$ cat src/rtl/spi_daisy_chain.sv
// spi_daisy_chain: one SPI master and two SPI slaves in a ring (mosi -> s1 -> s2 -> miso).
// Latency: (2*DATA_WIDTH+2)*HALF+1 clk from the start sample to spi_m_done; slave done pulses 2 clk later.
// Backpressure: none; spi_m_start is ignored while the master is busy. Define SPI_LSB_FIRST_EN for LSB-first shifting.
// Requires HALF = CLK_FREQ/(2*SPI_FREQ) >= 3 and DATA_WIDTH >= 2 so slave edge detection settles before the next master edge.

module spi_daisy_master #(
    parameter int DATA_WIDTH = 8,
    parameter int HALF       = 5,
    parameter bit CPOL       = 1'b0,
    parameter bit CPHA       = 1'b0,
    parameter bit LSB_FIRST  = 1'b0
) (
    input  logic                  clk,
    input  logic                  arstn,
    input  logic                  start,
    input  logic [DATA_WIDTH-1:0] send,
    input  logic                  miso,
    output logic                  done,
    output logic [DATA_WIDTH-1:0] recv,
    output logic                  sclk,
    output logic                  cs_n,
    output logic                  mosi
);
    localparam int CW = $clog2(HALF);
    localparam int EW = $clog2(2 * DATA_WIDTH);

    typedef enum logic [2:0] {
        IDLE  = 3'd0,
        SETUP = 3'd1,
        XFER  = 3'd2,
        HOLD  = 3'd3,
        DONE  = 3'd4
    } state_t;

    state_t                state, state_nxt;
    logic [CW-1:0]         half_cnt;
    logic [EW-1:0]         edge_cnt;
    logic [DATA_WIDTH-1:0] tx_sr, rx_sr, rx_nxt;
    logic                  half_end, clk_edge, lead_edge, sample_edge, shift_edge;
    logic                  last_edge, last_sample;

    function automatic logic [DATA_WIDTH-1:0] shift_out(input logic [DATA_WIDTH-1:0] v);
        if (LSB_FIRST) return v >> 1;
        else           return v << 1;
    endfunction

    function automatic logic [DATA_WIDTH-1:0] shift_in(input logic [DATA_WIDTH-1:0] v, input logic b);
        if (LSB_FIRST) return (v >> 1) | (DATA_WIDTH'(b) << (DATA_WIDTH - 1));
        else           return (v << 1) | DATA_WIDTH'(b);
    endfunction

    assign half_end    = (half_cnt == CW'(HALF - 1));
    assign clk_edge    = (state == XFER) && half_end;
    // even edge index = leading edge (away from idle level)
    assign lead_edge   = ~edge_cnt[0];
    assign sample_edge = clk_edge && (lead_edge ^ CPHA);
    // with CPHA=1 the first leading edge only presents the first bit, it must not discard it
    assign shift_edge  = clk_edge && !(lead_edge ^ CPHA) && !(CPHA && (edge_cnt == '0));
    assign last_edge   = (edge_cnt == EW'(2 * DATA_WIDTH - 1));
    assign last_sample = (edge_cnt[EW-1:1] == (EW - 1)'(DATA_WIDTH - 1));
    assign rx_nxt      = shift_in(rx_sr, miso);

    // State register
    always_ff @(posedge clk or negedge arstn) begin
        if (!arstn) state <= IDLE;
        else        state <= state_nxt;
    end

    // Next-state logic
    always_comb begin
        state_nxt = state;
        case (state)
            IDLE:    if (start) state_nxt = SETUP;
            SETUP:   if (half_end) state_nxt = XFER;
            XFER:    if (half_end && last_edge) state_nxt = HOLD;
            HOLD:    if (half_end) state_nxt = DONE;
            DONE:    state_nxt = IDLE;
            default: state_nxt = IDLE;
        endcase
    end

    // Outputs decoded from state: chip select, done pulse and the current output bit
    always_comb begin
        cs_n = 1'b1;
        done = 1'b0;
        mosi = 1'b0;
        case (state)
            SETUP, XFER, HOLD: begin
                cs_n = 1'b0;
                mosi = LSB_FIRST ? tx_sr[0] : tx_sr[DATA_WIDTH-1];
            end
            DONE:    done = 1'b1;
            default: ;
        endcase
    end

    // Half-period timer, edge counter and SCLK generation
    always_ff @(posedge clk or negedge arstn) begin
        if (!arstn) begin
            half_cnt <= '0;
            edge_cnt <= '0;
            sclk     <= CPOL;
        end else begin
            if (state == IDLE || state == DONE || half_end) half_cnt <= '0;
            else                                            half_cnt <= half_cnt + CW'(1);

            if (state != XFER) edge_cnt <= '0;
            else if (half_end) edge_cnt <= edge_cnt + EW'(1);

            if (clk_edge)           sclk <= ~sclk;
            else if (state != XFER) sclk <= CPOL;
        end
    end

    // Shift registers: load on start, shift/sample on the SCLK edges, publish the word on the last sample
    always_ff @(posedge clk or negedge arstn) begin
        if (!arstn) begin
            tx_sr <= '0;
            rx_sr <= '0;
            recv  <= '0;
        end else begin
            if (state == IDLE && start) tx_sr <= send;
            else if (shift_edge)        tx_sr <= shift_out(tx_sr);

            if (sample_edge) begin
                rx_sr <= rx_nxt;
                if (last_sample) recv <= rx_nxt;
            end
        end
    end
endmodule

module spi_daisy_slave #(
    parameter int DATA_WIDTH = 8,
    parameter bit CPOL       = 1'b0,
    parameter bit CPHA       = 1'b0,
    parameter bit LSB_FIRST  = 1'b0
) (
    input  logic                  clk,
    input  logic                  arstn,
    input  logic                  sclk,
    input  logic                  cs_n,
    input  logic                  din,
    input  logic [DATA_WIDTH-1:0] send,
    output logic                  dout,
    output logic                  done,
    output logic [DATA_WIDTH-1:0] recv
);
    localparam int BW = $clog2(DATA_WIDTH + 1);

    logic                  sclk_q, sclk_qq, cs_q, cs_qq;
    logic [DATA_WIDTH-1:0] tx_sr, rx_sr, rx_nxt;
    logic [BW-1:0]         bit_cnt;
    logic                  first, active;
    logic                  lead, trail, cs_fall, cs_rise, sample_edge, shift_kind, shift_edge;

    function automatic logic [DATA_WIDTH-1:0] shift_out(input logic [DATA_WIDTH-1:0] v);
        if (LSB_FIRST) return v >> 1;
        else           return v << 1;
    endfunction

    function automatic logic [DATA_WIDTH-1:0] shift_in(input logic [DATA_WIDTH-1:0] v, input logic b);
        if (LSB_FIRST) return (v >> 1) | (DATA_WIDTH'(b) << (DATA_WIDTH - 1));
        else           return (v << 1) | DATA_WIDTH'(b);
    endfunction

    assign lead        = (sclk_q != CPOL) && (sclk_qq == CPOL);
    assign trail       = (sclk_q == CPOL) && (sclk_qq != CPOL);
    assign cs_fall     = !cs_q && cs_qq;
    assign cs_rise     = cs_q && !cs_qq;
    assign sample_edge = !cs_q && (CPHA ? trail : lead);
    assign shift_kind  = !cs_q && (CPHA ? lead : trail);
    assign shift_edge  = shift_kind && !(CPHA && first);
    assign rx_nxt      = shift_in(rx_sr, din);
    assign dout        = active ? (LSB_FIRST ? tx_sr[0] : tx_sr[DATA_WIDTH-1]) : 1'b0;

    // Register SCLK and CS_n once and keep the previous sample for edge detection
    always_ff @(posedge clk or negedge arstn) begin
        if (!arstn) begin
            sclk_q  <= CPOL;
            sclk_qq <= CPOL;
            cs_q    <= 1'b1;
            cs_qq   <= 1'b1;
        end else begin
            sclk_q  <= sclk;
            sclk_qq <= sclk_q;
            cs_q    <= cs_n;
            cs_qq   <= cs_q;
        end
    end

    // Frame handling: load on CS fall, sample/shift on detected edges, done on CS rise after a full word
    always_ff @(posedge clk or negedge arstn) begin
        if (!arstn) begin
            tx_sr   <= '0;
            rx_sr   <= '0;
            bit_cnt <= '0;
            first   <= 1'b0;
            active  <= 1'b0;
            recv    <= '0;
            done    <= 1'b0;
        end else begin
            done <= 1'b0;
            if (cs_fall) begin
                tx_sr   <= send;
                bit_cnt <= '0;
                first   <= 1'b1;
                active  <= 1'b1;
            end else if (cs_rise) begin
                active <= 1'b0;
                done   <= (bit_cnt == BW'(DATA_WIDTH));
            end else begin
                if (sample_edge) begin
                    rx_sr <= rx_nxt;
                    if (bit_cnt != BW'(DATA_WIDTH)) bit_cnt <= bit_cnt + BW'(1);
                    if (bit_cnt == BW'(DATA_WIDTH - 1)) recv <= rx_nxt;
                end
                if (shift_kind) first <= 1'b0;
                if (shift_edge) tx_sr <= shift_out(tx_sr);
            end
        end
    end
endmodule

module spi_daisy_chain #(
    parameter int CLK_FREQ   = 50_000_000,
    parameter int SPI_FREQ   = 5_000_000,
    parameter int DATA_WIDTH = 8,
    parameter bit CPOL       = 1'b0,
    parameter bit CPHA       = 1'b0
) (
    input  logic                  clk,
    input  logic                  arstn,
    input  logic                  spi_m_start,
    input  logic [DATA_WIDTH-1:0] data_m_send,
    output logic                  spi_m_done,
    output logic [DATA_WIDTH-1:0] data_m_recv,
    input  logic [DATA_WIDTH-1:0] data_s1_send,
    output logic                  spi_s1_done,
    output logic [DATA_WIDTH-1:0] data_s1_recv,
    input  logic [DATA_WIDTH-1:0] data_s2_send,
    output logic                  spi_s2_done,
    output logic [DATA_WIDTH-1:0] data_s2_recv
);
    localparam int HALF = CLK_FREQ / (2 * SPI_FREQ);
`ifdef SPI_LSB_FIRST_EN
    localparam bit LSB_FIRST = 1'b1;
`else
    localparam bit LSB_FIRST = 1'b0;
`endif

    logic sclk, cs_n, mosi, miso_s1, miso_s2;

    spi_daisy_master #(
        .DATA_WIDTH(DATA_WIDTH), .HALF(HALF), .CPOL(CPOL), .CPHA(CPHA), .LSB_FIRST(LSB_FIRST)
    ) u_master (
        .clk(clk), .arstn(arstn), .start(spi_m_start), .send(data_m_send), .miso(miso_s2),
        .done(spi_m_done), .recv(data_m_recv), .sclk(sclk), .cs_n(cs_n), .mosi(mosi)
    );

    spi_daisy_slave #(
        .DATA_WIDTH(DATA_WIDTH), .CPOL(CPOL), .CPHA(CPHA), .LSB_FIRST(LSB_FIRST)
    ) u_s1 (
        .clk(clk), .arstn(arstn), .sclk(sclk), .cs_n(cs_n), .din(mosi), .send(data_s1_send),
        .dout(miso_s1), .done(spi_s1_done), .recv(data_s1_recv)
    );

    spi_daisy_slave #(
        .DATA_WIDTH(DATA_WIDTH), .CPOL(CPOL), .CPHA(CPHA), .LSB_FIRST(LSB_FIRST)
    ) u_s2 (
        .clk(clk), .arstn(arstn), .sclk(sclk), .cs_n(cs_n), .din(miso_s1), .send(data_s2_send),
        .dout(miso_s2), .done(spi_s2_done), .recv(data_s2_recv)
    );
endmodule

$ cat config.mk
export PLATFORM = sky130hd
export DESIGN_NAME = spi_daisy_chain
export DESIGN_NICKNAME = d
export VERILOG_FILES = /design/src/rtl/spi_daisy_chain.sv
export SDC_FILE = /design/constraint.sdc
export NUM_CORES = 1
export LEC_CHECK = 0
export CAP_MARGIN = 25
export CORE_MARGIN = 2
export CORE_UTILIZATION = 42
export CTS_BUF_LIST = sky130_fd_sc_hd__clkbuf_4
export DETAILED_ROUTE_END_ITERATION = 8
export PLACE_DENSITY_LB_ADDON = 0.25
export SETUP_SLACK_MARGIN = 0.4
export SLEW_MARGIN = 30
export SYNTH_ARGS = -nofsm -noshare
export SYNTH_HDL_FRONTEND = slang
export SYNTH_SLANG_ARGS = --single-unit
$ cat constraint.sdc
create_clock -name clk -period 2.17 [get_ports clk]
set_input_delay 0.5425 -clock clk [delete_from_list [all_inputs] [get_ports clk]]
set_output_delay 0.5425 -clock clk [all_outputs]
set_load 0.02 [all_outputs]
==> reports/qor.yml <==
grt:
  grt_max_degree: 40
  grtUsageTotal_pct: 15.49
  grt_pass1_vias: 2833
  grt_antenna_before_repair: 0
  grt_overflow: 0
  grt_pass1_wl_mm: 13.83
synthesis:
  synth_flop_cell: "dfrtp_1"
  synth_compound_area_share_pct: 5.925
  synth_fp_nets: 380
  avgSynthCellArea_um2: 12.52
  yosys-top-cells-count: "93 x dfrtp_1, 62 x mux2_2, 28 x nand2_1"
  ys_seq_area_share_pct: 55.24
  synth.most_common_cell: "dfrtp_1"
  synthAdderAreaFrac_pct: 2.614
  synth_top_area_share_pct: 54.02
  yosys.area.top_type: "dfrtp_1"
  netlist_area_um2: 4308
  ys_seq_elements: 95
  synth-xor-area-share_pct: 0.8132
  synth-edff-count: 0
  syn_inst: 344
  synth_cell_types: 46
  synth_top_family_by_area: "multiplexers"
  synth_area_leaders: "dfrtp_1 54%, mux2_2 16%, ha_1 2.6%, mux2_4 2.4%, nand2_1 2.4%"
  synthSimpleGateAreaFrac_pct: 13.01
  async_flop_share_pct: 100.0
  muxShareOfSynthArea_pct: 19.11
  synth_warnings: 0
finish:
  fin_nets: 454
  area_growth_pct: 25.62
  fill_cells: 848
  antennaDiodeCount: 0
  drive_gt1_share_pct: 34.99
timing:
  setup_ws_ns: 0.3709
  timing_hold_violations_final: 0
  rsz0062_at_grt: "yes"
  tightest_slew_ns: 0.5492
  slew_viol_final: 0
  setup-violations-final: 0
  finalClockSkew_ns: 0.02029
  period_needed_ns: 1.799
  fmax_ghz: 0.5558
  relSlewSlack_pct: 63.23
  tns_ns: 0
  post-route-period-util_pct: 82.91
power_and_ir_drop:
  power.total_mw: 2.761
  peakVddDrop_uv: 309.1
  p_leak_nw: 2.446
  cellPowerDensity_nw_per_um2: 510.2
setup_path:
  worstSetupEndpoint: "spi_m_done"
  cp_max_fo: 2
  reg2reg_depth: 6
  rrSetupSlack_ns: 0.37
  cp-startpoint: "u_master.state[1]$_DFFE_PN0P_"
  timing.rr.end: "u_s2.recv[4]$_DFFE_PN0P_"
  critPathLaunchType: "flip-flop"
  arrival_ns: 1.26
  cp-end-kind: "output port"
  worstPathRequired_ns: 1.63
  path_class: "flip-flop to output port"
  r2r-start: "u_s2.cs_qq$_DFF_PN1_"
clock_tree:
  cts_tree: "yes"
  cts_htree_levels: 3
  clockBufferDepth: 2
  path_clk_slew_ns: 0.16
  clkLatencyLatePin_ns: 0.45
  clock-sinks: 95
  cts_made_buffers: 9
  root_buffer: "clkbuf_4"
placed_design:
  routabilityCongestion: 0.7579
  dp_hpwl_mm: 5.574
  portBuffers: 53
  pre_cts_ws_ns: 0.07216
drt:
  drt_iter0_drc: 110
  wire_per_inst_um: 14.45
  route.final.wire_length_mm: 8.033
  vias: 2852
  drc: 0
  viasPerCell: 5.129
  first_pass_iters: 4
  ant_nets: 0
floorplanning:
  die_y_um: 105.3
  num_rows: 36
  io_pins: 54
  die-area_um2: 11080
  placeableCoreArea_um2: 9864
  start_util_pct: 43.67
  die_x_um: 105.3
flow_run:
  max_cap_violations: 0
run_status:
  status: "finished, final reports clean"
min_path:
  hold_class: "flip-flop to flip-flop"
critical path, stage by stage (launching register included):
cell and delay, ns:
dfrtp_1 0.42, nor2_2 0.13, and2_4 0.15, buf_6 0.11
flip-flops by register name, summed over array words and instances (netlist names), 4 cells and up:
| signal | flops |
|---|---|
| u_master.recv | 8 |
| u_master.tx_sr | 8 |
| u_s1.recv | 8 |
| u_s1.tx_sr | 8 |
| u_s2.recv | 8 |
| u_s2.tx_sr | 8 |
| u_master.rx_sr | 7 |
| u_s1.rx_sr | 7 |
| u_s2.rx_sr | 7 |
| u_master.edge_cnt | 4 |
| u_s1.bit_cnt | 4 |
| u_s2.bit_cnt | 4 |
kinds of logic after synthesis:
| kind of cell | count (synthesis) |
|---|---|
| DFF | 95 |
| muxes | 71 |
| AOI/OAI and AO/OA | 36 |
| xor gates and xnor gates | 4 |
| adders and majority gates | 9 |
| buffers and inverters | 30 |
| and+or+nand+nor | 99 |
report_power, final:
part           internal [mW]  switching [mW]
Sequential              1.77        0.000809
Combinational         0.0497          0.0438
Clock                  0.258           0.636
layer usage:
metal | routed length, um | up-vias | track usage, %
li1 | - | 1379 | -
met1 | 3862 | 1423 | 21.67
met2 | 3814 | 43 | 23.96
met3 | 265 | 7 | 3.958
met4 | 90 | 0 | 4.286
met5 | 0 | - | 0
cell type report:
type	count	area (um^2)	share of cell area, %
tap	133	166.4	3.075
sequential	95	2380	43.98
clock buffer	9	67.56	1.249
timing repair buffer	77	729.5	13.48
inverter	16	60.06	1.110
multi-input combinational	219	1947	35.98
clock inverter	7	61.31	1.133
how the worst min path moves through the flow:
stage | to | cells past startpoint | from | slack, ns
after floorplan | u_master.edge_cnt[0]$_DFFE_PN0P_ | 0 | arstn | 0.25
after global placement | u_s2.sclk_q$_DFF_PN0_ | 0 | u_master.sclk$_DFFE_PN0P_ | 0.39
after detailed placement | u_s2.sclk_q$_DFF_PN0_ | 0 | u_master.sclk$_DFFE_PN0P_ | 0.39
after CTS | u_s2.sclk_q$_DFF_PN0_ | 0 | u_master.sclk$_DFFE_PN0P_ | 0.43
after global routing | u_s2.sclk_q$_DFF_PN0_ | 0 | u_master.sclk$_DFFE_PN0P_ | 0.44
final | u_s2.sclk_q$_DFF_PN0_ | 0 | u_master.sclk$_DFFE_PN0P_ | 0.42
timing repair:
action	CTS	global route
pin swaps	5	8
setup endpoints to repair	89	71
setup buffers	7	4
hold buffers	1	0
hold endpoints to repair	12	0
gates resized for setup	55	44
cell usage in the layout (no fill, tap or decap), types with 4 or more instances in the layout:
cell type	Yosys	routed
clkdlybuf4s15_1	0	12
clkbuf_2	0	8
inv_1	16	14
buf_12	0	4
ha_1	9	7
nand2_1	28	28
mux2_2	62	47
nor2_1	11	9
clkbuf_4	0	9
dlygate4sd2_1	0	6
nor3_1	4	4
mux2_4	7	22
o21ai_0	10	10
nand4_1	8	8
clkdlybuf4s50_1	0	25
buf_6	3	5
a21oi_1	4	4
dfrtp_1	93	93
nand2b_1	5	5
nand3_1	14	13
buf_4	0	16
and2_1	5	4
o211ai_1	6	6
through the flow:
stage / instances / area (um^2) / utilization [%] / hold slack, ns
2_1_floorplan: 344 / 4327 / - / 0.2469
3_3_place_gp: 528 / 5047 / 51.17 / 0.3853
3_5_place_dp: 528 / 5047 / 51.17 / 0.3903
4_1_cts: 552 / 5336 / 54.10 / 0.4272
5_1_grt: 556 / 5411 / 54.86 / 0.4360
6_report: 556 / 5411 / 54.86 / 0.4206
Note: power is estimated with default switching activity, not from simulation.
